--- config.mk ---
export PLATFORM = sky130hd
export DESIGN_NAME = bit_fifo
export DESIGN_NICKNAME = d
export VERILOG_FILES = /design/src/rtl/bit_fifo.sv
export SDC_FILE = /design/constraint.sdc
export NUM_CORES = 1
export LEC_CHECK = 0
export ABC_AREA = 1
export BUFFER_PORTS_ARGS = -buffer_cell sky130_fd_sc_hd__clkbuf_2
export CAP_MARGIN = 25
export CORE_UTILIZATION = 49
export CTS_BUF_LIST = sky130_fd_sc_hd__clkbuf_2
export DETAILED_ROUTE_END_ITERATION = 10
export PLACE_DENSITY = 0.64
export SYNTH_ARGS = -nofsm -noshare
export SYNTH_HDL_FRONTEND = slang
export SYNTH_SLANG_ARGS = --single-unit
export TNS_END_PERCENT = 30
--- constraint.sdc ---
create_clock -name clk -period 2.39 [get_ports clk]
set_input_delay 0.717 -clock clk [delete_from_list [all_inputs] [get_ports clk]]
set_output_delay 0.717 -clock clk [all_outputs]
set_load 0.03 [all_outputs]
--- src/rtl/bit_fifo.sv ---
// 1-bit-wide synchronous FIFO holding the uncoded source bits.
//   clk, rst      : clock, asynchronous active-low reset
//   clear_i       : synchronous flush (wins over push/pop)
//   push_i, bit_i : write strobe and data; caller guarantees room
//   pop_i         : drop the head entry
//   pop2_i        : with pop_i, drop the head and the entry behind it (slip)
//   head_o        : current head bit (valid when !empty_o)
//   full_o, empty_o, count_o : occupancy status
// Pointers wrap by natural overflow, so DEPTH must be a power of 2.
module bit_fifo #(
  parameter  int DEPTH = 64,
  localparam int AW    = $clog2(DEPTH),
  localparam int CW    = AW + 1
) (
  input  logic          clk,
  input  logic          rst,
  input  logic          clear_i,
  input  logic          push_i,
  input  logic          bit_i,
  input  logic          pop_i,
  input  logic          pop2_i,
  output logic          head_o,
  output logic          full_o,
  output logic          empty_o,
  output logic [CW-1:0] count_o
);

  logic [DEPTH-1:0] mem_q;
  logic [AW-1:0]    wr_q, rd_q;
  logic [CW-1:0]    count_q;
  logic [1:0]       npop;

  assign npop = pop_i ? (pop2_i ? 2'd2 : 2'd1) : 2'd0;

  always_ff @(posedge clk) begin
    if (push_i && !clear_i) mem_q[wr_q] <= bit_i;
  end

  always_ff @(posedge clk or negedge rst) begin
    if (!rst) begin
      wr_q    <= '0;
      rd_q    <= '0;
      count_q <= '0;
    end else if (clear_i) begin
      wr_q    <= '0;
      rd_q    <= '0;
      count_q <= '0;
    end else begin
      if (push_i) wr_q <= wr_q + AW'(1);
      rd_q    <= rd_q + AW'(npop);
      count_q <= count_q + CW'(push_i) - CW'(npop);
    end
  end

  assign head_o  = mem_q[rd_q];
  assign full_o  = (count_q == CW'(DEPTH));
  assign empty_o = (count_q == '0);
  assign count_o = count_q;

endmodule

==> run_results.csv, run 1 <==
group,metric,value,unit
synth,post_synth_num_cell_types,33,
placed_design,place_area,0.00440,mm²
detailed_routing,drt_iter0_drc,220,
power_and_ir_drop,power_density,664,mW/mm²
clock_network,htree_levels,3,
critical_path,crit_top_cell,"nand2_2",
critical_path,startpoint,"rd_q[0]",
die,rows,33,
die,coreArea,0.00830,mm²
clock_network,clock-root-buffer,"clkbuf_2",
placed_design,io_buffers,16,
timing,fmax,0.351,GHz
critical_path,crit_family,"simple AND/OR/NAND/NOR gates",
synth,synth_seq_area_share,56.7,%
layout,drive_gt1_share,25.9,%
synth,yosysWarnings,0,
synth,synth_area_per_cell,9.46,µm²
critical_path,crit_required,1.67,ns
critical_path,reg2reg_to,"count_o[4]",
die,fp.dieW,94.9,µm
critical_path,endpoint_kind,"primary output",
grt,antenna_found_initial,0,
layout,final-instance-count-excl-fill,584,
power_and_ir_drop,leakagePower,1.95,nW
synth,synth-seq-cells,83,
grt,grt_pass1_wl,14400,µm
layout,syn_to_final_growth,16.0,%
grt,first_global_vias,2908,
detailed_routing,routed_wl,9520,µm
detailed_routing,vias,3215,
clock_network,path_clk_slew,0.22,ns
die,pin_count,17,
timing,worst_pin_slew,0.499,ns
critical_path,ff2ff_path_depth,11,
timing,rsz0062_at_grt,"true",
placed_design,gp_congestion,0.869,
synth,syn_nets,469,
hold_path,hp-class,"in -> async",
layout,fillers,721,
timing,period_share,119,%
flow_run,maxCapViolations,0,
clock_network,cts_buffer_depth,2,
critical_path,crit_end,"head_o",
layout,utilization,59.1,%
clock_network,cts.sinks,83,
critical_path,crit_slowest_cell,"dfrtp_4",
detailed_routing,wl_per_cell,16.3,µm
outcome,violations,"negative setup slack",
timing,post-route-min-period,2.85,ns
layout,fin_nets,496,
die,start_util,51.0,%
critical_path,worstReg2RegStart,"count_o[0]",
detailed_routing,vias_per_cell,5.51,
power_and_ir_drop,vdd_drop_max,441,µV
timing,worst_slack,-0.460,ns
timing,maxSlewViolCount,0,
critical_path,start_kind,"flip-flop",
timing,clock_skew,0.0393,ns
critical_path,critPathArrivalTime,2.13,ns
outcome,status,"finished, violations left",
layout,stdcell_area,0.00491,mm²
grt,grt_overflow_total,0,
critical_path,crit_buf_inv,3,
detailed_routing,first_pass_iters,5,
critical_path,critical_path_class,"reg -> out",
detailed_routing,detail-route-antenna-nets,0,
placed_design,dp_hpwl,5990,µm
timing,hold_violations,0,
critical_path,critPathMaxFanout,6,
critical_path,worstPathCellList,"buf_12 -> clkbuf_16 -> nand2_1 -> nand3_1 -> nand3_1 -> nand2_2 -> nand2_2 -> nand3_2 -> nand3_2 -> nand2_2 -> buf_8",
timing,setup_violations,1,
placed_design,dp_cells,561,
critical_path,rrSetupSlack,0.41,ns
die,die_h,94.9,µm
layout,antenna_cells,0,
critical_path,crit_cells,11,
clock_network,cts_hold_buf,0,
clock_network,numCtsBuffers,9,
timing,relSlewSlack,66.7,%
clock_network,clk_latency,0.52,ns
power_and_ir_drop,fin_total_pwr,3.26,mW
synth,postSynthCellCount,447,
grt,track_usage,21.8,%
die,die-area,0.00901,mm²
timing,timing.hold.ws,0.113,ns
clock_network,tritoncts,"built",
grt,grt_start_max_net_pins,65,
detailed_routing,drc,0,
critical_path,slowest_delay,0.56,ns
synth,synth_area,0.00423,mm²
## registers in the layout, indices dropped and copies added, names as in the netlist
| name | count |
|---|---|
| wr_q | 6 |
| rd_q | 6 |
| count_o | 7 |
| mem_q | 64 |
## cell families after synthesis
group	synth area share [%]
AO/OA/AOI/OAI	3.17
XOR/XNOR	0.207
AND/OR/NAND/NOR	28.4
flip-flops	56.7
adder cells (fa/ha/maj)	4.79
buffers and inverters	6.77
## routing by layer
metal	GRT usage, %	share of wire [%]
met1	30.2	45
met3	4.35	4.5
met4	5.18	1.2
met5	0	0
met2	35.2	49
## worst min-delay path by stage
stage               slack [ns]    endpoint  cells past startpoint     from
floorplan                 0.42  count_o[0]                      0      rst
finish                    0.11  count_o[5]                      1      rst
detailed placement        0.57     rd_q[4]                      1  rd_q[4]
global placement          0.55     rd_q[4]                      1  rd_q[4]
CTS                       0.13  count_o[5]                      1      rst
global route              0.12     rd_q[0]                      1      rst
## cells in the mapped netlist, drive strengths merged
master / count / area (µm²)
edfxtp: 64 / 1920
o21bai: 1 / 7.51
nand4: 3 / 18.8
nand2: 104 / 395
a31oi: 1 / 6.26
xnor2: 1 / 8.76
a211oi: 1 / 7.51
buf: 14 / 116
nand3: 66 / 368
o21ai: 9 / 45.0
nor3b: 1 / 7.51
clkbuf: 2 / 8.75
nor2: 79 / 330
dfrtp: 19 / 475
fa: 2 / 40.0
a21oi: 12 / 60.1
nor4: 8 / 56.3
a21o: 1 / 7.51
inv: 41 / 161
nor3: 5 / 25.0
ha: 13 / 163
## stage by stage
stage / setup TNS, ns / setup WS, ns
6_report: -0.460 / -0.460
5_1_grt: -0.649 / -0.550
4_1_cts: -0.457 / -0.421
3_5_place_dp: -0.201 / -0.102
3_3_place_gp: 0 / 0.000411
2_1_floorplan: 0 / 0.138
## report_power, final
group	internal [mW]	switching (mW)
clock network	0.133	0.463
logic	0.355	0.632
registers	1.61	0.0667
## repair_timing
action / 4_1_cts / 5_1_grt
endpoints found under the setup margin: 2 / 3
resized for setup: 14 / 76
setup buffers: 0 / 2
pin swaps: 1 / 41
cloned: 1 / 4
## layout by cell type (no fill, tap or decap), types with 3 or more instances in the layout
cell type,instances
o21ai_0,9
edfxtp_1,64
clkbuf_2,24
nor2_1,75
buf_12,4
buf_4,6
nand3_4,3
nand2_1,74
ha_1,13
clkinv_1,3
nand3_2,31
nor4_1,7
inv_1,34
nor3_1,5
buf_8,3
nand4_1,3
nand2_4,3
inv_2,5
dfrtp_1,17
a21oi_1,12
nand3_1,32
nand2_2,27
## area by class of cell
class | instances | area [µm²] | area share [%]
inverters | 41 | 169 | 3.44
repair inverters | 3 | 36.3 | 0.740
repair buffers | 29 | 299 | 6.10
clock inverters | 5 | 21.3 | 0.434
well taps | 105 | 131 | 2.68
clock buffers | 11 | 55.1 | 1.12
flip-flops and latches | 83 | 2400 | 49.0
multi-input cells | 307 | 1790 | 36.5
(Power assumes the default switching activity.)
==> inputs of run 2 (changes only) <==
Settings changed: CORE_ASPECT_RATIO from default to 1.4.
Clock period 2.39 ns to 2.9 ns, I/O delays scaled along.
==> run_results.csv, run 2 (synthesis results as in run 1) <==
group,metric,value,unit
timing,post-route-min-period,3.06,ns
outcome,violations,"negative setup slack",
timing,rsz0062_at_grt,"true",
grt,first_global_vias,2979,
timing,setup_violations,1,
placed_design,io_buffers,16,
power_and_ir_drop,net-switching-power,969,µW
die,rows,39,
detailed_routing,met1_length,4230,µm
placed_design,gp_congestion,0.823,
power_and_ir_drop,power_density,613,mW/mm²
die,die-area,0.00901,mm²
clock_network,clk_latency,0.56,ns
timing,maxSlewViolCount,0,
detailed_routing,detail-route-antenna-nets,0,
power_and_ir_drop,pwr-share-comb,26.2,%
detailed_routing,dr_wl_met2,5230,µm
critical_path,start_kind,"flip-flop",
clock_network,cts_hold_buf,0,
detailed_routing,drc,0,
critical_path,endpoint_kind,"primary output",
power_and_ir_drop,switching_share,31.9,%
layout,largest_register_ffs,64,
placed_design,place_area,0.00436,mm²
timing,hold_violations,0,
layout,final-instance-count-excl-fill,580,
layout,final_common_cell,"nand2_1",
critical_path,critPathArrivalTime,2.19,ns
power_and_ir_drop,vdd_drop_max,573,µV
hold_path,hp-class,"in -> async",
timing,period_share,106,%
detailed_routing,vias,3205,
detailed_routing,drt_iter0_drc,266,
detailed_routing,top_layer,"met4",
grt,grt_pass1_wl,14900,µm
clock_network,cts_buffer_depth,2,
layout,antenna_cells,0,
clock_network,clock-root-buffer,"clkbuf_2",
clock_network,htree_levels,3,
layout,final_cell_mix,"82 x nand2_1, 75 x nor2_1, 64 x edfxtp_1",
critical_path,crit_required,2.03,ns
placed_design,dp_hpwl,6390,µm
clock_network,cts.sinks,83,
power_and_ir_drop,internal_power,2.07,mW
power_and_ir_drop,clkPwrFrac,28.5,%
placed_design,dp_cells,555,
timing,worst_pin_slew,0.569,ns
grt,grt_overflow_total,0,
layout,stdcell_area,0.00496,mm²
detailed_routing,routed_wl,10300,µm
flow_run,maxCapViolations,0,
detailed_routing,met3_wirelength,455,µm
layout,fin_nets,495,
layout,drive_gt1_share,23.8,%
die,pin_count,17,
detailed_routing,vias_per_cell,5.53,
detailed_routing,wl_per_cell,17.7,µm
clock_network,path_clk_slew,0.22,ns
timing,worst_slack,-0.160,ns
die,die_h,112,µm
critical_path,critPathMaxFanout,16,
die,start_util,51.3,%
outcome,status,"finished, violations left",
layout,fillers,693,
timing,timing.setup.tns,-0.160,ns
timing,relSlewSlack,62.1,%
grt,antenna_found_initial,0,
die,fp.dieW,80.5,µm
clock_network,tritoncts,"built",
clock_network,numCtsBuffers,9,
detailed_routing,first_pass_iters,5,
power_and_ir_drop,leakagePower,2.00,nW
layout,syn_to_final_growth,17.2,%
grt,track_usage,22.7,%
timing,clock_skew,0.0166,ns
grt,grt_start_max_net_pins,65,
timing,fmax,0.327,GHz
critical_path,critical_path_class,"reg -> out",
power_and_ir_drop,seq_power_share,45.3,%
die,coreArea,0.00825,mm²
layout,regMostFlops,"mem_q",
## run 2: changes by cell type in the layout (fill, tap and decap cells not counted), sizes merged
cell | before | now
clkbuf | 27 | 29
inv | 42 | 41
bufinv | 0 | 4
buf | 13 | 11
clkinv | 7 | 3
## run 2: worst max-delay path, stage by stage, from the launching register on
cell      delay, ns
dfrtp_4        0.57
buf_12         0.17
clkinv_8       0.09
nand2_1        0.07
nand3_2        0.07
nand3_2        0.08
nand2_1        0.12
nand2_1        0.07
nand3_2        0.08
nand3_2        0.07
nand2_2        0.10
buf_8          0.13
## run 2: cell type report
type	instances	area (µm²)	area share [%]
sequential	83	2400	48.4
multi-input combinational	307	1770	35.6
timing repair buffer	29	284	5.73
inverter	41	169	3.41
tap	102	128	2.58
clock inverter	5	125	2.52
clock buffer	11	55.1	1.11
timing repair inverter	2	27.5	0.555
## run 2: worst paths after layout
path	to	slack, ns	start	cells past startpoint
min in group clk	rd_q[4]	0.62	rd_q[4]	1
max in group asynchronous	rd_q[0]	2.27	rst	1
min reg2reg	rd_q[4]	0.62	rd_q[4]	1
min	rd_q[0]	0.24	rst	1
max	head_o	-0.16	rd_q[0]	11
max reg2reg	count_o[4]	0.90	count_o[0]	11
## run 2: power by group through the flow
stage | logic [mW] | registers (mW) | clock network (mW)
floorplan | 0.466 | 1.45 | 0
detailed placement | 0.697 | 1.40 | 0
global placement | 0.682 | 1.40 | 0
finish | 0.795 | 1.38 | 0.864
CTS | 0.709 | 1.38 | 0.874
global route | 0.885 | 1.38 | 0.908
## run 2: stage by stage
stage | hold slack [ns] | utilization [%] | total power, mW | setup slack [ns]
5_1_grt | 0.258 | 60.1 | 3.18 | -0.247
4_1_cts | 0.217 | 55.4 | 2.96 | -0.112
6_report | 0.238 | 60.1 | 3.04 | -0.160
2_1_floorplan | 0.489 | - | 1.92 | 0.495
3_3_place_gp | 0.520 | 52.8 | 2.08 | 0.277
3_5_place_dp | 0.539 | 52.8 | 2.10 | 0.225
## run 2: timing repair
action	4_1_cts	5_1_grt
gates cloned	0	6
hold endpoints to repair	0	0
resized for setup	9	64
setup buffers	0	3
setup endpoints to repair	1	1
pin swaps	0	43
## run 2: per-layer routing
layer,GRT usage [%],vias to the layer above
li1,-,1553
met1,28.7,1545
met2,36.5,82
met3,3.11,25
met4,13.7,0
met5,0,-
==> inputs of run 3 (changes only) <==
Settings changed: PLACE_DENSITY 0.64 to 0.73.
==> run_results.csv, run 3 (synthesis results as in run 1) <==
group,metric,value,unit
outcome,status,"finished, violations left",
outcome,violations,"negative setup slack",
detailed_routing,drt_iter0_drc,205,
grt,grt-busiest-layer,"met2",
critical_path,worstPathCellList,"buf_6 -> inv_8 -> nand2_1 -> nand3_2 -> nand3_1 -> nand2_1 -> nand2_1 -> nand3_2 -> nand3_2 -> nand2_2 -> buf_8",
grt,grt_pass1_wl,15700,µm
power_and_ir_drop,internal_power,1.88,mW
placed_design,dp_cells,556,
layout,drive_gt1_share,22.2,%
detailed_routing,first_pass_iters,5,
power_and_ir_drop,net-switching-power,950,µW
grt,grt_use_met3,4.51,%
clock_network,cts_hold_buf,0,
critical_path,start_kind,"flip-flop",
power_and_ir_drop,seq_power_share,48.8,%
placed_design,gp_congestion,0.918,
power_and_ir_drop,power_density,585,mW/mm²
die,die_h,112,µm
power_and_ir_drop,switching_share,33.6,%
detailed_routing,routed_wl,9840,µm
flow_run,maxCapViolations,0,
clock_network,htree_levels,3,
timing,timing.setup.tns,-0.0894,ns
critical_path,crit_family,"simple AND/OR/NAND/NOR gates",
critical_path,critPathArrivalTime,2.12,ns
hold_path,hp-class,"in -> async",
clock_network,clock-root-buffer,"clkbuf_2",
layout,largest_register_ffs,64,
timing,clock_skew,0.0305,ns
layout,syn_to_final_growth,14.3,%
critical_path,endpoint_kind,"primary output",
grt,antenna_found_initial,0,
layout,fin_nets,495,
grt,track_usage,23.8,%
detailed_routing,drc,0,
critical_path,critical_path_class,"reg -> out",
layout,utilization,58.6,%
die,fp.dieW,80.5,µm
detailed_routing,vias,3278,
detailed_routing,vias_per_cell,5.65,
clock_network,tritoncts,"built",
grt,grt_util_met2,40.2,%
layout,regMostFlops,"mem_q",
clock_network,path_clk_slew,0.22,ns
layout,final-instance-count-excl-fill,580,
timing,fmax,0.335,GHz
power_and_ir_drop,vdd_drop_max,590,µV
grt,first_global_vias,3306,
clock_network,cts.sinks,83,
timing,setup_violations,1,
critical_path,critPathMaxFanout,8,
grt,met1_usage,25.8,%
timing,period_share,103,%
critical_path,crit_buf_inv,3,
critical_path,crit_required,2.03,ns
timing,hold_violations,0,
die,coreArea,0.00825,mm²
critical_path,reg2reg_to,"count_o[4]",
grt,grt_start_max_net_pins,30,
layout,multi_input_area,0.00173,mm²
power_and_ir_drop,clkPwrFrac,23.8,%
placed_design,io_buffers,16,
die,pin_count,17,
power_and_ir_drop,pwr-share-comb,27.4,%
detailed_routing,detail-route-antenna-nets,0,
critical_path,ff2ff_path_depth,11,
grt,grt_overflow_total,0,
timing,timing.hold.ws,0.255,ns
critical_path,slowest_delay,0.54,ns
die,rows,39,
critical_path,crit_slowest_cell,"dfrtp_2",
clock_network,cts_buffer_depth,2,
timing,rsz0062_at_grt,"true",
timing,post-route-min-period,2.99,ns
layout,final_common_cell,"nand2_1",
placed_design,dp_hpwl,6460,µm
layout,fillers,679,
layout,antenna_cells,0,
power_and_ir_drop,leakagePower,1.94,nW
critical_path,rrSetupSlack,0.88,ns
layout,final_cell_mix,"86 x nand2_1, 75 x nor2_1, 64 x edfxtp_1",
die,die-area,0.00901,mm²
clock_network,clk_latency,0.53,ns
critical_path,crit_cells,11,
layout,seq_area,0.00240,mm²
detailed_routing,wl_per_cell,17.0,µm
timing,maxSlewViolCount,0,
clock_network,numCtsBuffers,9,
timing,relSlewSlack,65.1,%
critical_path,worstReg2RegStart,"count_o[0]",
die,start_util,51.3,%
power_and_ir_drop,fin_total_pwr,2.83,mW
timing,worst_pin_slew,0.524,ns
timing,worst_slack,-0.0894,ns
-- run 3: timing repair --
action | in CTS | in global routing
resized for setup | 17 | 49
setup endpoints to repair | 1 | 1
cloned | 5 | 0
pin swaps | 1 | 29
buffers inserted | 4 | 0
-- run 3: final cells by class --
cell class / instances / area share (%)
Multi-Input combinational cell: 307 / 35.7
Sequential cell: 83 / 49.6
Timing Repair inverter: 2 / 0.647
Timing Repair Buffer: 29 / 5.28
Tap cell: 102 / 2.64
Clock inverter: 6 / 1.68
Inverter: 41 / 3.39
Clock buffer: 10 / 1.03
-- run 3: how the worst max path moves through the flow --
stage | slack (ns) | start | end
final | -0.09 | rd_q[0] | head_o
after global routing | -0.21 | rd_q[0] | head_o
after CTS | -0.07 | rd_q[0] | head_o
after detailed placement | 0.20 | pop_i | count_o[4]
after global placement | 0.35 | pop_i | count_o[4]
after floorplan | 0.49 | count_o[2] | empty_o
-- run 3: metrics by stage --
step / instance area [µm²] / setup slack (ns)
final: 4840 / -0.0894
after global routing: 4840 / -0.209
after CTS: 4680 / -0.0684
after floorplan: 4230 / 0.495
after global placement: 4380 / 0.346
after detailed placement: 4380 / 0.197
-- run 3: power groups by stage --
stage          logic [mW]  clock network (mW)  registers (mW)
4_1_cts             0.746               0.678            1.38
2_1_floorplan       0.466                   0            1.45
5_1_grt             0.863               0.724            1.39
6_report            0.775               0.673            1.38
3_5_place_dp        0.693                   0            1.40
3_3_place_gp        0.672                   0            1.40
-- run 3: worst register-to-register path, stage by stage (launching register included) --
cell	delay, ns
dfrtp_1	0.42
inv_1	0.05
ha_1	0.28
inv_1	0.06
ha_1	0.16
inv_1	0.05
fa_1	0.39
nor2_1	0.16
o21ai_0	0.10
nand2_1	0.09
o21ai_0	0.08
a21oi_1	0.14
-- run 3: routing by layer --
metal  vias to the layer above  wire length (µm)  part of all wire, %
met5                         -                 0                    0
met4                         0               633                  6.4
met3                        41               449                  4.6
met2                       117              5130                   52
met1                      1575              3620                   37
li1                       1545                 -                    -
